`src/rtl/dual_button_debounce.sv`:
```
// Two-channel button conditioner. Each raw button input is synchronized into
// clk, optionally inverted to active-high, and debounced by a four-state FSM
// with a stability counter. The outputs are clean registered levels that feed
// the pulse/toggle register's s1/s2 inputs.

module dual_button_debounce_ch #(
  parameter int DEBOUNCE_CYCLES = 50000,
  parameter int CNT_W           = 16,
  parameter bit ACTIVE_LOW      = 1'b0
) (
  input  logic clk,
  input  logic rst,
  input  logic raw,
  output logic level,
  output logic waiting
);

  typedef enum logic [1:0] {IDLE_LO, WAIT_HI, IDLE_HI, WAIT_LO} state_t;

  localparam logic [CNT_W-1:0] LAST = CNT_W'(DEBOUNCE_CYCLES - 1);

  logic [1:0]       sync_ff;
  logic             sync;
  state_t           state;
  logic [CNT_W-1:0] cnt;

  // Two-flop synchronizer. It resets to the idle raw level so that no press
  // is seen after reset.
  always_ff @(posedge clk) begin
    if (rst) sync_ff <= {2{ACTIVE_LOW}};
    else     sync_ff <= {sync_ff[0], raw};
  end

  assign sync = sync_ff[1] ^ ACTIVE_LOW;

  // Debounce FSM. Any deviation in a WAIT state returns the channel to its
  // idle state, so qualification always restarts from zero.
  always_ff @(posedge clk) begin
    if (rst) begin
      state   <= IDLE_LO;
      cnt     <= '0;
      level   <= 1'b0;
      waiting <= 1'b0;
    end else begin
      case (state)
        IDLE_LO: if (sync) begin
          state   <= WAIT_HI;
          cnt     <= '0;
          waiting <= 1'b1;
        end
        WAIT_HI: begin
          if (!sync) begin
            state   <= IDLE_LO;
            cnt     <= '0;
            waiting <= 1'b0;
          end else if (cnt == LAST) begin
            state   <= IDLE_HI;
            cnt     <= '0;
            level   <= 1'b1;
            waiting <= 1'b0;
          end else begin
            cnt <= cnt + 1'b1;
          end
        end
        IDLE_HI: if (!sync) begin
          state   <= WAIT_LO;
          cnt     <= '0;
          waiting <= 1'b1;
        end
        WAIT_LO: begin
          if (sync) begin
            state   <= IDLE_HI;
            cnt     <= '0;
            waiting <= 1'b0;
          end else if (cnt == LAST) begin
            state   <= IDLE_LO;
            cnt     <= '0;
            level   <= 1'b0;
            waiting <= 1'b0;
          end else begin
            cnt <= cnt + 1'b1;
          end
        end
        default: begin
          state   <= IDLE_LO;
          cnt     <= '0;
          level   <= 1'b0;
          waiting <= 1'b0;
        end
      endcase
    end
  end

endmodule

module dual_button_debounce #(
  parameter int DEBOUNCE_CYCLES = 50000,
  parameter int CNT_W           = 16,
  parameter bit ACTIVE_LOW      = 1'b0
) (
  input  logic clk,
  input  logic rst,
  input  logic btn1_raw,
  input  logic btn2_raw,
  output logic s1,
  output logic s2,
  output logic busy
);

  localparam int NUM_LANES = 2;

  logic [NUM_LANES-1:0] raw;
  logic [NUM_LANES-1:0] level;
  logic [NUM_LANES-1:0] waiting;

  assign raw = {btn2_raw, btn1_raw};

  // The channels are fully independent and share nothing but clock and reset.
  for (genvar g = 0; g < NUM_LANES; g++) begin : g_ch
    dual_button_debounce_ch #(
      .DEBOUNCE_CYCLES(DEBOUNCE_CYCLES),
      .CNT_W          (CNT_W),
      .ACTIVE_LOW     (ACTIVE_LOW)
    ) u_ch (
      .clk    (clk),
      .rst    (rst),
      .raw    (raw[g]),
      .level  (level[g]),
      .waiting(waiting[g])
    );
  end

  assign s1 = level[0];
  assign s2 = level[1];
  // busy is an OR of per-channel flops that track the WAIT states, so it
  // carries no combinational path from the raw inputs.
  assign busy = |waiting;

endmodule
```
`config.mk`:
```
export PLATFORM = sky130hd
export DESIGN_NAME = dual_button_debounce
export DESIGN_NICKNAME = d
export VERILOG_FILES = /design/src/rtl/dual_button_debounce.sv
export SDC_FILE = /design/constraint.sdc
export NUM_CORES = 1
export LEC_CHECK = 0
export BUFFER_PORTS_ARGS = -buffer_cell sky130_fd_sc_hd__buf_2
export CAP_MARGIN = 20
export CORE_ASPECT_RATIO = 0.5
export CORE_MARGIN = 10
export CORE_UTILIZATION = 35
export CTS_CLUSTER_SIZE = 12
export DETAILED_ROUTE_END_ITERATION = 10
export SETUP_SLACK_MARGIN = 0.2
export SKIP_CTS_REPAIR_TIMING = 1
export SYNTH_ARGS = -nofsm -noshare
export SYNTH_HDL_FRONTEND = slang
export SYNTH_SLANG_ARGS = --single-unit
```
`constraint.sdc`:
```
create_clock -name clk -period 2.48 [get_ports clk]
set_input_delay 0.496 -clock clk [delete_from_list [all_inputs] [get_ports clk]]
set_output_delay 0.496 -clock clk [all_outputs]
set_load 0.05 [all_outputs]
```
==> results of run 1 <==
==> path summary, 6_finish.rpt <==
path,end,slack [ns],cells past startpoint
setup reg to reg,g_ch[0].u_ch.cnt[9]$_SDFFE_PP0P_,0.35,6
hold reg to reg,g_ch[0].u_ch.sync_ff[1]$_SDFF_PP0_,0.44,1
setup / recovery,g_ch[0].u_ch.cnt[9]$_SDFFE_PP0P_,0.35,6
hold / removal,g_ch[1].u_ch.sync_ff[0]$_SDFF_PP0_,0.42,2
==> layout make-up <==
class	instances	share of cell area, %
Timing Repair Buffer	9	2.18
Tap cell	73	3.79
Clock inverter	2	1.61
Inverter	8	1.25
Multi-Input combinational cell	201	48.8
Sequential cell	44	36.6
Clock buffer	6	5.77
==> per-stage QoR <==
stage          hold WS, ns  power, µW
2_1_floorplan        0.414        801
3_3_place_gp         0.418        821
3_5_place_dp         0.430        823
4_1_cts              0.414       1610
5_1_grt              0.450       1650
6_report             0.417       1590
==> logic make-up (layout without fill, tap and decap cells) <==
family / Yosys count / count (layout) / share of synthesized area, %
adder cells (fa/ha/maj): 2 / 2 / 1.17
buffers and inverters: 17 / 25 / 3.70
AND/OR/NAND/NOR: 122 / 122 / 30.8
flip-flops: 44 / 44 / 41.3
multiplexers: 2 / 2 / 0.940
AO/OA/AOI/OAI: 70 / 70 / 19.7
XOR/XNOR: 5 / 5 / 2.41
==> layer usage <==
metal / part of all wire, % / track usage, % / up-vias
li1: - / - / 978
met1: 49 / 11.4 / 892
met2: 46 / 16.2 / 31
met3: 3.8 / 3.29 / 6
met4: 1.2 / 3.30 / 0
met5: 0 / 0 / -
==> cell usage after synthesis (6+ instances only) <==
cell type  instances  area share [%]
a21oi_1           19             4.5
a31oi_1           19             5.6
dfxtp_1           44              41
inv_1              8             1.4
nand2_1           24             4.2
nand3_1           19             4.5
nand4_1            6             1.8
nor2_1            24             4.2
nor2b_1            6             1.8
nor3_1             7             1.6
o21ai_0           17             4.0
or3_1              8             2.3
==> state kept, by name, summed over array words and instances (netlist names), named ones only <==
register,count
g_ch.u_ch.waiting,2
g_ch.u_ch.state,2
g_ch.u_ch.level,2
g_ch.u_ch.cnt,32
g_ch.u_ch.sync_ff,4
==> where the power goes <==
part	switching, µW	internal [µW]
logic	51.2	26.8
registers	10.5	718
clock network	278	504
total	339	1250
==> cells in the final DEF, fill, tap and decap left out, types with 2 or more instances in the layout <==
master	Yosys	routed
a21oi_1	19	19
nand4b_1	3	3
nor3_1	7	7
nand3b_1	5	5
or2_2	4	4
inv_1	8	8
or3_1	8	8
nand4_1	6	6
buf_4	1	3
nor2_1	24	24
a31oi_1	19	19
clkbuf_16	0	5
a41oi_1	2	2
mux2i_1	2	2
o21ai_0	17	17
dfxtp_1	44	44
a21o_1	3	3
nor2b_1	6	6
xor2_1	3	3
nand3_1	19	19
ha_1	2	2
and3_1	3	3
buf_2	3	6
nand2_1	24	24
nor4_1	2	2
==> results.cfg, run 1 <==
[floorplanning]
dieArea_um2 = 9800
io_pins = 7
rows = 19
start_util_pct = 37.5
coreArea_um2 = 5680
die_w_um = 130
fp.dieH_um = 75.2

[sta]
final.setup.worst_slack_ns = 0.350
rsz0062_at_grt = no
fin_crit_ns = 2.13
slew_headroom_pct = 52.4
post-route-period-util_pct = 85.9
fin_worst_skew_ns = 0.00770
clock.fmax_mhz = 469
final-max-slew-violation-count = 0
setup_viol = 0
setup-tns-final_ns = 0
hold_violations = 0
tightest_slew_ns = 0.708

[routing]
drc_errors = 0
wl_per_cell_um = 12.9
avgViaCountPerCell = 5.56
drt_iter0_markers = 95
wl_um = 4420
firstDrtPassIters = 4
ant_nets = 0
num_vias = 1907

[clock_network]
cts_max_level = 2
clockBufferDepth = 2
cts-root-buf = clkbuf_16
cts_buffers = 5
cts_sinks = 44
insertion_delay_ns = 0.29
path_clk_slew_ns = 0.07
cts_tree = built

[pwr]
p_leak_uw = 0.000812
peakVddDrop_mv = 0.367
p_per_area_nw_per_um2 = 659

[finish]
antennaDiodeCount = 0
multiInputGateArea_um2 = 1180
fillerInstances = 576
syn2layout_area_growth_pct = 13.0
finalInstanceArea_um2 = 2410
layout.cells.non_filler = 343
seqCellArea_um2 = 881
final_util_pct = 42.4
layout-drive-gt1-share_pct = 10.0
nets = 275

[status]
status = completed

[placement]
port_buffers = 6
placedInstanceArea_um2 = 2230
gp_congestion = 0.771
dp.cells = 335
dp_hpwl_um = 3110
pre_cts_ws_ns = 0.340

[critical_path]
worst-path-max-fanout = 16
cp_num_buf_inv = 0
start_kind = flop
cp_data_required_time_ns = 2.67
worst-setup-path-type = flop to flop
slowest_stage = nor4_4
slowest_delay_ns = 0.48
cp_top_family = simple AND/OR/NAND/NOR gates
critPathCaptureType = flop
crit_start = g_ch[0].u_ch.cnt[0]$_SDFFE_PP0P_
crit_arrival_ns = 2.32
reg2reg_from = g_ch[0].u_ch.cnt[0]$_SDFFE_PP0P_
crit_chain = ha_1, nand4b_1, nor4_4, nor2_2, a32o_1, a31o_1

[global_route]
grt_max_degree = 19
grt.total_usage_pct = 9.62
overflow = 0
grt_pass1_wl_um = 7690
antenna_found_initial = 0
grt_pass1_vias = 1737

[synthesis]
synthArstFlopShare_pct = 0
synth_cell_types = 49
ys_ff_latch = 44
synth_fp_nets = 268
syn_area_um2 = 2130
synth-main-ff-cell = dfxtp_1
synth_warnings = 0
synth.avg_cell_area_um2 = 8.13
synth-seq-area-share_pct = 41.3
netlist_instances = 262
synth-edff-count = 0

[hold_path]
hold_start = btn2_raw
worstHoldPathType = primary input to flop

[flow_run]
cap_violations = 0
(Power assumes the default switching activity.)
==> run 2: changes to the inputs <==
--- a/config.mk
+++ b/config.mk
@@ -10,8 +10,11 @@
 export CORE_ASPECT_RATIO = 0.5
 export CORE_MARGIN = 10
 export CORE_UTILIZATION = 35
+export CTS_BUF_LIST = sky130_fd_sc_hd__clkbuf_8
 export CTS_CLUSTER_SIZE = 12
 export DETAILED_ROUTE_END_ITERATION = 10
+export GPL_ROUTABILITY_DRIVEN = 1
+export PLACE_DENSITY = 0.59
 export SETUP_SLACK_MARGIN = 0.2
 export SKIP_CTS_REPAIR_TIMING = 1
 export SYNTH_ARGS = -nofsm -noshare
==> results.cfg, run 2 (synthesis gave the netlist of run 1 again) <==
[placement]
dp_hpwl_um = 3090
port_buffers = 6
gp_congestion = 0.772
pre_cts_ws_ns = 0.331

[pwr]
p_per_area_nw_per_um2 = 577
peakVddDrop_mv = 0.213
p_leak_uw = 0.000779

[sta]
setup_viol = 0
final-max-slew-violation-count = 0
rsz0062_at_grt = no
fin_worst_skew_ns = 0.00470
final.setup.worst_slack_ns = 0.322
slew_headroom_pct = 54.6
tightest_slew_ns = 0.676
post-route-period-util_pct = 87.0
setup-tns-final_ns = 0
hold_violations = 0
clock.fmax_mhz = 463
fin_crit_ns = 2.16

[clock_network]
cts_buffers = 5
insertion_delay_ns = 0.30
clockBufferDepth = 2
cts_max_level = 2
cts_sinks = 44
path_clk_slew_ns = 0.08
cts_tree = built
cts-root-buf = clkbuf_8

[routing]
wl_um = 4430
drt_iter0_markers = 142
wl_per_cell_um = 12.9
num_vias = 1899
drc_errors = 0
firstDrtPassIters = 4
ant_nets = 0
avgViaCountPerCell = 5.54

[floorplanning]
io_pins = 7
coreArea_um2 = 5680
start_util_pct = 37.5
die_w_um = 130
fp.dieH_um = 75.2
rows = 19
dieArea_um2 = 9800

[global_route]
grt_pass1_wl_um = 7360
grt.total_usage_pct = 9.13
antenna_found_initial = 0
overflow = 0
grt_pass1_vias = 1656
grt_max_degree = 19

[critical_path]
worst-setup-path-type = flop to flop
crit_arrival_ns = 2.35
cp_data_required_time_ns = 2.68
start_kind = flop
cp_num_buf_inv = 0
crit_chain = or4_4, nor4_4, nor2_2, a32o_1, a31o_1
slowest_delay_ns = 0.57
slowest_stage = or4_4
worst-path-max-fanout = 16
cp_top_family = simple AND/OR/NAND/NOR gates
critPathCaptureType = flop

[finish]
nets = 275
layout_commonest_cell = dfxtp_1
regMostFlops = g_ch.u_ch.cnt
largest_reg_flops = 32
reg_top3 = g_ch.u_ch.cnt x32, g_ch.u_ch.sync_ff x4
final_util_pct = 41.2
final_cell_mix = dfxtp_1 (44), nand2_1 (24), nor2_1 (24)
antennaDiodeCount = 0
syn2layout_area_growth_pct = 9.92
layout-drive-gt1-share_pct = 10.0
fillerInstances = 550

[status]
status = completed

[hold_path]
worstHoldPathType = primary input to flop

[flow_run]
cap_violations = 0
run 2: path summary, 6_finish.rpt:
kind              slack, ns                            endpoint  cells past startpoint                          startpoint
hold reg to reg        0.44  g_ch[0].u_ch.sync_ff[1]$_SDFF_PP0_                      1  g_ch[0].u_ch.sync_ff[0]$_SDFF_PP0_
setup / recovery       0.32    g_ch[0].u_ch.cnt[9]$_SDFFE_PP0P_                      5    g_ch[0].u_ch.cnt[7]$_SDFFE_PP0P_
setup reg to reg       0.32    g_ch[0].u_ch.cnt[9]$_SDFFE_PP0P_                      5    g_ch[0].u_ch.cnt[7]$_SDFFE_PP0P_
hold / removal         0.40  g_ch[1].u_ch.sync_ff[0]$_SDFF_PP0_                      2                            btn2_raw
run 2: cell type report:
type / count / area (µm²) / share of cell area (%)
clock buffer: 5 / 68.8 / 2.94
clock inverter: 3 / 42.5 / 1.82
inverter: 8 / 30.0 / 1.28
multi-input combinational: 201 / 1180 / 50.2
sequential: 44 / 881 / 37.6
tap: 73 / 91.3 / 3.90
timing repair buffer: 9 / 52.6 / 2.24
run 2: report_power, final:
group,internal [µW],switching [µW],leakage [µW]
clock,298,248,0.0000541
sequential,717,10.6,0.000356
combinational,26.7,51.4,0.000369
total,1040,310,0.000779
run 2: worst reg2reg max path, cell delays in order, from the launching register on:
cell	delay [ns]
dfxtp_1	0.38
or4_4	0.57
nor4_4	0.44
nor2_2	0.22
a32o_1	0.27
a31o_1	0.17
run 2: per-stage QoR:
stage | hold slack (ns) | power (µW) | cell area, µm² | cells
finish | 0.404 | 1350 | 2340 | 343
global route | 0.395 | 1410 | 2340 | 343
CTS | 0.396 | 1370 | 2340 | 343
detailed placement | 0.429 | 823 | 2230 | 335
global placement | 0.418 | 821 | 2230 | 335
floorplan | 0.414 | 801 | 2130 | 262
run 2: routing by layer:
| layer | global-route usage, % | part of all wire [%] | wire length [µm] |
|---|---|---|---|
| met1 | 11.3 | 50 | 2220 |
| met2 | 15.1 | 45 | 2010 |
| met3 | 2.10 | 3.0 | 134 |
| met4 | 4.04 | 1.3 | 59 |
| met5 | 0 | 0 | 0 |
